## config.mk

```make
export PLATFORM = sky130hd
export DESIGN_NAME = seg7_scan_driver
export DESIGN_NICKNAME = d
export VERILOG_FILES = /design/src/rtl/seg7_scan_driver_pkg.sv /design/src/rtl/seg7_scan_driver_bcd_decode.sv /design/src/rtl/seg7_scan_driver.sv
export SDC_FILE = /design/constraint.sdc
export NUM_CORES = 1
export LEC_CHECK = 0
export CAP_MARGIN = 20
export CORE_ASPECT_RATIO = 2
export CORE_MARGIN = 3
export CORE_UTILIZATION = 40
export CTS_CLUSTER_DIAMETER = 80
export DETAILED_ROUTE_END_ITERATION = 6
export PLACE_DENSITY = 0.57
export SLEW_MARGIN = 15
export SYNTH_ARGS = -nofsm -noshare
export SYNTH_HDL_FRONTEND = slang
export SYNTH_HIERARCHICAL = 1
export SYNTH_SLANG_ARGS = --single-unit
```

## constraint.sdc

```tcl
create_clock -name clk -period 2.7 [get_ports clk]
set_clock_uncertainty 0.1 [all_clocks]
set_input_delay 0.54 -clock clk [delete_from_list [all_inputs] [get_ports clk]]
set_output_delay 0.54 -clock clk [all_outputs]
set_load 0.03 [all_outputs]
```

## src/rtl/seg7_scan_driver_pkg.sv

```systemverilog
// Shared constants for the four-digit common-anode seven-segment scan driver.
// Segment patterns are active-low in {g,f,e,d,c,b,a} order, cathode[0] = segment a.
package seg7_scan_driver_pkg;

    localparam int NUM_DIGITS = 4;

    typedef struct packed {
        logic g;
        logic f;
        logic e;
        logic d;
        logic c;
        logic b;
        logic a;
    } seg_bits_t;

    localparam logic [6:0] SEG_BLANK = 7'b1111111;

    localparam logic [6:0] SEG_DIGIT [0:9] = '{
        7'b1000000,
        7'b1111001,
        7'b0100100,
        7'b0110000,
        7'b0011001,
        7'b0010010,
        7'b0000010,
        7'b1111000,
        7'b0000000,
        7'b0010000
    };

endpackage

```

## src/rtl/seg7_scan_driver_bcd_decode.sv

```systemverilog
// BCD to active-low seven-segment pattern; codes 10-15 decode to blank.
module seg7_bcd_decode
    import seg7_scan_driver_pkg::*;
(
    input  logic [3:0] bcd,
    output logic [6:0] seg
);

    always_comb begin
        seg = SEG_BLANK;
        if (bcd <= 4'd9) begin
            seg = SEG_DIGIT[bcd];
        end
    end

endmodule

```

## src/rtl/seg7_scan_driver.sv

```systemverilog
// Four-digit multiplexed display driver: shadow/active digit registers swapped at
// frame boundaries, per-slot dead-time blanking and optional leading-zero suppression.
module seg7_scan_driver
    import seg7_scan_driver_pkg::*;
#(
    parameter int REFRESH_DIV = 100000,
    parameter int DEAD_CYCLES = 1000
) (
    input  logic        clk,
    input  logic        rst_n,
    input  logic [15:0] digits_in,
    input  logic [3:0]  dp_in,
    input  logic        load,
    input  logic        blank_lz,
    input  logic        enable,
    output logic [3:0]  anode,
    output logic [6:0]  cathode,
    output logic        dp,
    output logic        frame_done
);

    localparam int CNT_W = (REFRESH_DIV > 1) ? $clog2(REFRESH_DIV) : 1;
    localparam int IDX_W = $clog2(NUM_DIGITS);
    localparam logic [CNT_W-1:0] CNT_LAST = CNT_W'(REFRESH_DIV - 1);
    localparam logic [CNT_W-1:0] CNT_DEAD = CNT_W'(DEAD_CYCLES);
    localparam logic [IDX_W-1:0] IDX_LAST = IDX_W'(NUM_DIGITS - 1);

    logic [CNT_W-1:0] cnt;
    logic [IDX_W-1:0] idx;
    logic [15:0]      shadow_digits;
    logic [3:0]       shadow_dp;
    logic [15:0]      active_digits;
    logic [3:0]       active_dp;

    logic             slot_end;
    logic             frame_end;
    logic             lit;
    logic             suppress;
    logic [3:0]       lz;
    logic [3:0]       sel_digit;
    logic [6:0]       sel_seg;

    assign slot_end  = (cnt == CNT_LAST);
    assign frame_end = slot_end && (idx == IDX_LAST);
    assign lit       = enable && (cnt >= CNT_DEAD);
    assign sel_digit = active_digits[{idx, 2'b00} +: 4];

    // lz[k]: digit k and every digit above it are zero; digit 0 always shows
    always_comb begin
        lz    = 4'b0000;
        lz[3] = (active_digits[15:12] == 4'd0);
        lz[2] = lz[3] && (active_digits[11:8] == 4'd0);
        lz[1] = lz[2] && (active_digits[7:4] == 4'd0);
    end

    assign suppress = blank_lz && lz[idx];

    seg7_bcd_decode u_decode (
        .bcd (sel_digit),
        .seg (sel_seg)
    );

    always_ff @(posedge clk) begin
        if (!rst_n) begin
            cnt           <= '0;
            idx           <= '0;
            shadow_digits <= '0;
            shadow_dp     <= '0;
            active_digits <= '0;
            active_dp     <= '0;
            anode         <= 4'b1111;
            cathode       <= SEG_BLANK;
            dp            <= 1'b1;
            frame_done    <= 1'b0;
        end else begin
            cnt <= slot_end ? '0 : cnt + 1'b1;
            if (slot_end) begin
                idx <= idx + 1'b1;
            end
            if (load) begin
                shadow_digits <= digits_in;
                shadow_dp     <= dp_in;
            end
            // a load landing on the boundary edge goes straight to the display
            if (frame_end) begin
                active_digits <= load ? digits_in : shadow_digits;
                active_dp     <= load ? dp_in     : shadow_dp;
            end
            frame_done <= frame_end;
            anode      <= lit ? ~(4'b0001 << idx) : 4'b1111;
            cathode    <= (lit && !suppress) ? sel_seg : SEG_BLANK;
            dp         <= lit ? ~active_dp[idx] : 1'b1;
        end
    end

endmodule

```

Word-level counts from Yosys, hierarchy flattened
Memory sizes are Yosys's and may differ from the RTL's. A register that Yosys moved wholly into a read port is not among the register bits.
Cells that the tools add are included.
Operators by class
  $add $sub $neg: 2
  multiply operators: 0
  divide/modulo/power cells: 0
  $lt $le $gt $ge: 3
  equality and inequality tests: 2
  shift-type cells: 2
  mux-type cells: 6
  bitwise operators: 4
  reductions and logical operators: 14
Operator list (number)
  $add 17x1->17 const B: 1
  $eq 17x17->1 const B: 1
  $ge 17x10->1 const B: 1
  $mux 16: 1
  $shiftx 16x5->4: 1
  $logic_not 4->1: 3
  $logic_and 1x1->1: 6
  $not 4->5: 1
  $bmux 1 s2: 2
  $le 4x4->1 const B: 1
  $mux 4: 1
  $not 4->4: 1
  $shl 1x2->4 const A: 1
  $lt 2x3->1 const B: 1
  $reduce_and 3->1: 1
  $add 2x1->2 const B: 1
  $eq 2x2->1 const B: 1
  $logic_not 1->1: 2
  $mux 1: 2
  $not 1->1: 2
  $reduce_and 2->1: 1
  $reduce_or 2->1: 1
Word-level totals
  flip-flop bits (word level): 65
  latch bits: 0
  bits in writable memories: 0
  memory bits (read-only): 112
  bits of input ports: 25
  output and inout bits: 13
  word-level logic and storage cells: 43
  memories kept: 1
Memory list
  (no name shown): depth 16, width 7, read ports 1, clocked after Yosys merged registers in 1, write ports 0, line seg7_scan_driver_bcd_decode.sv:12  | seg = SEG_DIGIT[bcd];

Longest topological paths before layout
  word-level depth: 10
  mapped depth: 8
  gate-level depth less buffers: 7

Hierarchy
Netlist, hierarchy kept.
By module, submodules not included
  seg7_scan_driver: times used 1, cells each 281, area each 3093.0 um2, seq. area each 1441.4 um2
  seg7_bcd_decode: times used 1, cells each 30, area each 206.4 um2, seq. area each 0.0 um2

Worst setup path before layout
No wires, ideal clock.
  kind: reg-to-reg
  from: register idx[0]
  to: register cathode[3]
  setup time: 0.139 ns
  arrival time: 2.053 ns
  data required time: 2.461 ns
  slack: 0.408 ns
  stages on the path, launching flop included: 9
  buffers on the path: 1
  period minus slack after synthesis: 2.292 ns
  cells stage by stage: dfxtp_1 clkbuf_1 mux4_2 inv_1 ha_1 o21bai_1 a22oi_2 o21ai_1 nand3b_1
Between the ends
  elaborated cells between the ends (all ways): 10
  classes of those cells: order compare (1); shift (1); mux (2); bitwise (1); reduce/logical (5)
RTL lines
  start, declared: line seg7_scan_driver.sv:29  | logic [IDX_W-1:0] idx;
  start signal, assigned: line seg7_scan_driver.sv:78  | idx <= idx + 1'b1;
  $shiftx 16x5->4 (*): line seg7_scan_driver.sv:46  | assign sel_digit = active_digits[{idx, 2'b00} +: 4];
  via sel_digit[1]: line seg7_scan_driver.sv:40  | logic [3:0] sel_digit;
  $le 4x4->1: line seg7_scan_driver_bcd_decode.sv:11  | if (bcd <= 4'd9) begin
  $reduce_and 3->1 (no source line)
  $logic_not 1->1 (no source line)
  end, declared: line seg7_scan_driver.sv:17  | output logic [6:0] cathode,
Mark *: on every way through the listed nets, which the timed path passes. The rest lies on a longest branch. The select of a mux whose other input is x is not followed.
A chain may end at the register's enable or synchronous reset.

Worst setup path in the final report
  from: register idx[0]
  to: register cathode[6]
Same word-level chain as after synthesis.

==> results.md <==
* H-tree levels at 3
* Finished Cell Area at 4030 um^2
* # fillers at 789
* Clock sink total at 72
* Worst R2R End: cathode[6]
* Clock slew at reported path FFs at 0.06 ns
* Cell Count, Final, Fillers Out at 452
* Yosys Warn Count at 6
* Synthesis-stage register bit count at 72
* MaxCap Viol Count at 0
* CTS tree: done
* FF+latch area at 1440 um^2
* Final min period at 2.26 ns
* Max rail drop VDD at 0.368 mV
* Largest net degree at the start of global routing at 24
* Final-report hold violation count at 0
* Die W at 70.2 um
* Critical path destination: cathode[6]
* Final WL at 7.03 mm
* Slew Limit Fails at 0
* Final worst-path cycle share at 83.6%
* First-pass GRT wire length at 11.3 mm
* Placer Congestion at 0.874
* Vias/cell at 5.11
* Flop-to-flop setup slack at 0.44 ns
* Area Growth Syn to Fin at 22.1%
* Worst Setup SP: idx[0]
* Vias in the first global route at 2433
* Pin slew with the least headroom to its limit at 0.568 ns
* Synthesized instance count at 311
* Clock Tree Buf Depth at 2
* Crit Path Category: reg -> reg
* Crit path launch type: flop
* Commonest cells after routing, fill and taps aside: dfxtp_1 (72), nor2_1 (44), clkdlybuf4s50_1 (37)
* Netlist Area Pre-Place at 3300 um^2
* Status: completed
* CTS resizes at 0
* Leak at 0.00162 uW
* Iter 0 DRT Violations at 83
* I/O Pins at 38
* R2r startpoint: idx[0]
* Post-route setup slack at 0.444 ns
* Site Rows at 46
* Crit. End Element: flop
* Placement Setup Slack at 0.451 ns
* Setup TNS at 0 ns
* Grt ovf at 0
* DP Cell Count at 437
* Initial Utilization at 41.2%
* Die H at 134 um
* # setup viols final at 0
* Total chip power at 2360 uW
* Gr usage total at 15.6%
* HPWL Detailed at 5.11 mm
* Cell depth of the worst flop-to-flop path at 7
* Routed Antenna Nets at 0
* Worst EP arrival at 2.35 ns
* Post-CTS Setup Repair Bufs at 0
* Num CTS Buffers at 9
* Drt pass-1 iters at 4
* PwrDens at 586 nW/um^2
* Min-delay worst type: reg -> reg
* DR vias at 2311
* Commonest non-fill, non-tap cell in the layout: dfxtp_1
* PortBufs at 37
* Ant diodes at 0
* Highest Clock Rate at 443 MHz
* Register area share after synthesis at 43.7%
* Die area at 9440 um^2
* CTS root buf: clkbuf_16
* Syn Nets at 347
* Clk_lat worst skew at 0.33 ns
* RSZ-0062 raised after global routing: false
* Placed Instance Area at 3740 um^2
* Relative slew slack at 61.9%
* Layout Nets at 388
* Distinct cells, synth at 46
* Area of the multi-input gates at 1720 um^2
* Hold_buf cts at 0
* Mean Syn Cell Area at 10.6 um^2
* Initial antenna violation count at 0
* Crit path max fanout at 5
* Required time of the worst setup path at 2.79 ns
* # DRC at 0
* Layout cells sized above 1 at 17.1%
* DR WL/cell at 15.6 um
* Core box area at 8000 um^2
## logic make-up after synthesis
group / Yosys count / share of synthesized area, %
AND/OR/NAND/NOR: 122 / 20.9
flip-flops: 72 / 43.7
multiplexers: 46 / 18.8
buffers and inverters: 24 / 4.29
AO/OA/AOI/OAI: 22 / 4.51
XOR/XNOR: 14 / 3.72
adder cells (fa/ha/maj): 11 / 4.17
## state kept, by name (all words and copies together), names as in the netlist
register / count
cnt: 17
active_digits: 16
shadow_digits: 16
cathode: 7
active_dp: 4
anode: 4
shadow_dp: 4
idx: 2
dp: 1
frame_done: 1
## critical path, cell delays in order, from the launching register on
cell	delay, ns
dfxtp_1	0.47
mux4_2	0.58
inv_1	0.14
ha_1	0.25
nor2_1	0.07
nor2_1	0.24
mux2i_1	0.11
nand3b_1	0.16
## synth_stat cells, drive strengths merged
| master | count | area (um^2) |
|---|---|---|
| nand2 | 13 | 48.8 |
| o21ai | 5 | 36.3 |
| nand4 | 7 | 43.8 |
| dfxtp | 72 | 1440 |
| mux2i | 21 | 210 |
| o211ai | 2 | 15.0 |
| xnor2 | 8 | 70.1 |
| ha | 11 | 138 |
| a22oi | 1 | 12.5 |
| or4b | 1 | 10.0 |
| or2b | 1 | 7.51 |
| inv | 10 | 37.5 |
| nor3 | 4 | 31.3 |
| mux2 | 20 | 297 |
| o22a | 1 | 8.76 |
| and4 | 3 | 28.8 |
| or3 | 1 | 11.3 |
| clkbuf | 5 | 38.8 |
| nand2b | 1 | 6.26 |
| nor2 | 44 | 165 |
| and2 | 21 | 141 |
| or4 | 2 | 15.0 |
| nor4 | 6 | 52.6 |
| o21bai | 1 | 7.51 |
| a2bb2oi | 1 | 8.76 |
| xor2 | 6 | 52.6 |
| nand3 | 10 | 62.6 |
| nand3b | 7 | 52.6 |
| a21oi | 9 | 45.0 |
| buf | 9 | 65.1 |
| o41ai | 1 | 8.76 |
| and4b | 1 | 11.3 |
| a31oi | 1 | 6.26 |
| mux4 | 5 | 113 |
## power breakdown
group / switching (uW) / internal (uW) / leakage, uW
sequential: 9.81 / 1080 / 0.000585
combinational: 50.7 / 58.6 / 0.000899
clock: 423 / 734 / 0.000139
## layout make-up
cell class                      count  area share, %
Sequential cell                    72           35.8
Tap cell                           96           2.98
Multi-Input combinational cell    215           42.6
Clock buffer                       12           6.12
Clock inverter                      3           1.06
Inverter                           10          0.932
Timing Repair Buffer               44           10.5
## layer usage
metal	vias up	track usage [%]	share of wire, %
met4	0	6.72	1.9
met3	13	4.50	3.1
met2	40	31.1	59
met5	-	0	0
li1	1159	-	-
met1	1099	13.9	36
## per-stage QoR
stage	hold WS [ns]	util (%)
after floorplan	0.355	-
after global placement	0.395	46.7
after detailed placement	0.401	46.7
after CTS	0.416	50.3
after global routing	0.428	50.3
final	0.412	50.3
## how the worst min path moves through the flow
stage / from / endpoint / slack [ns] / cells past startpoint
floorplan: cnt[16] / cnt[16] / 0.35 / 2
global placement: shadow_dp[0] / shadow_dp[0] / 0.39 / 2
detailed placement: cnt[16] / cnt[16] / 0.40 / 2
CTS: cnt[16] / cnt[16] / 0.42 / 2
global route: cnt[16] / cnt[16] / 0.43 / 2
finish: shadow_digits[13] / shadow_digits[13] / 0.41 / 2
Power figures use the tool's default switching activity.
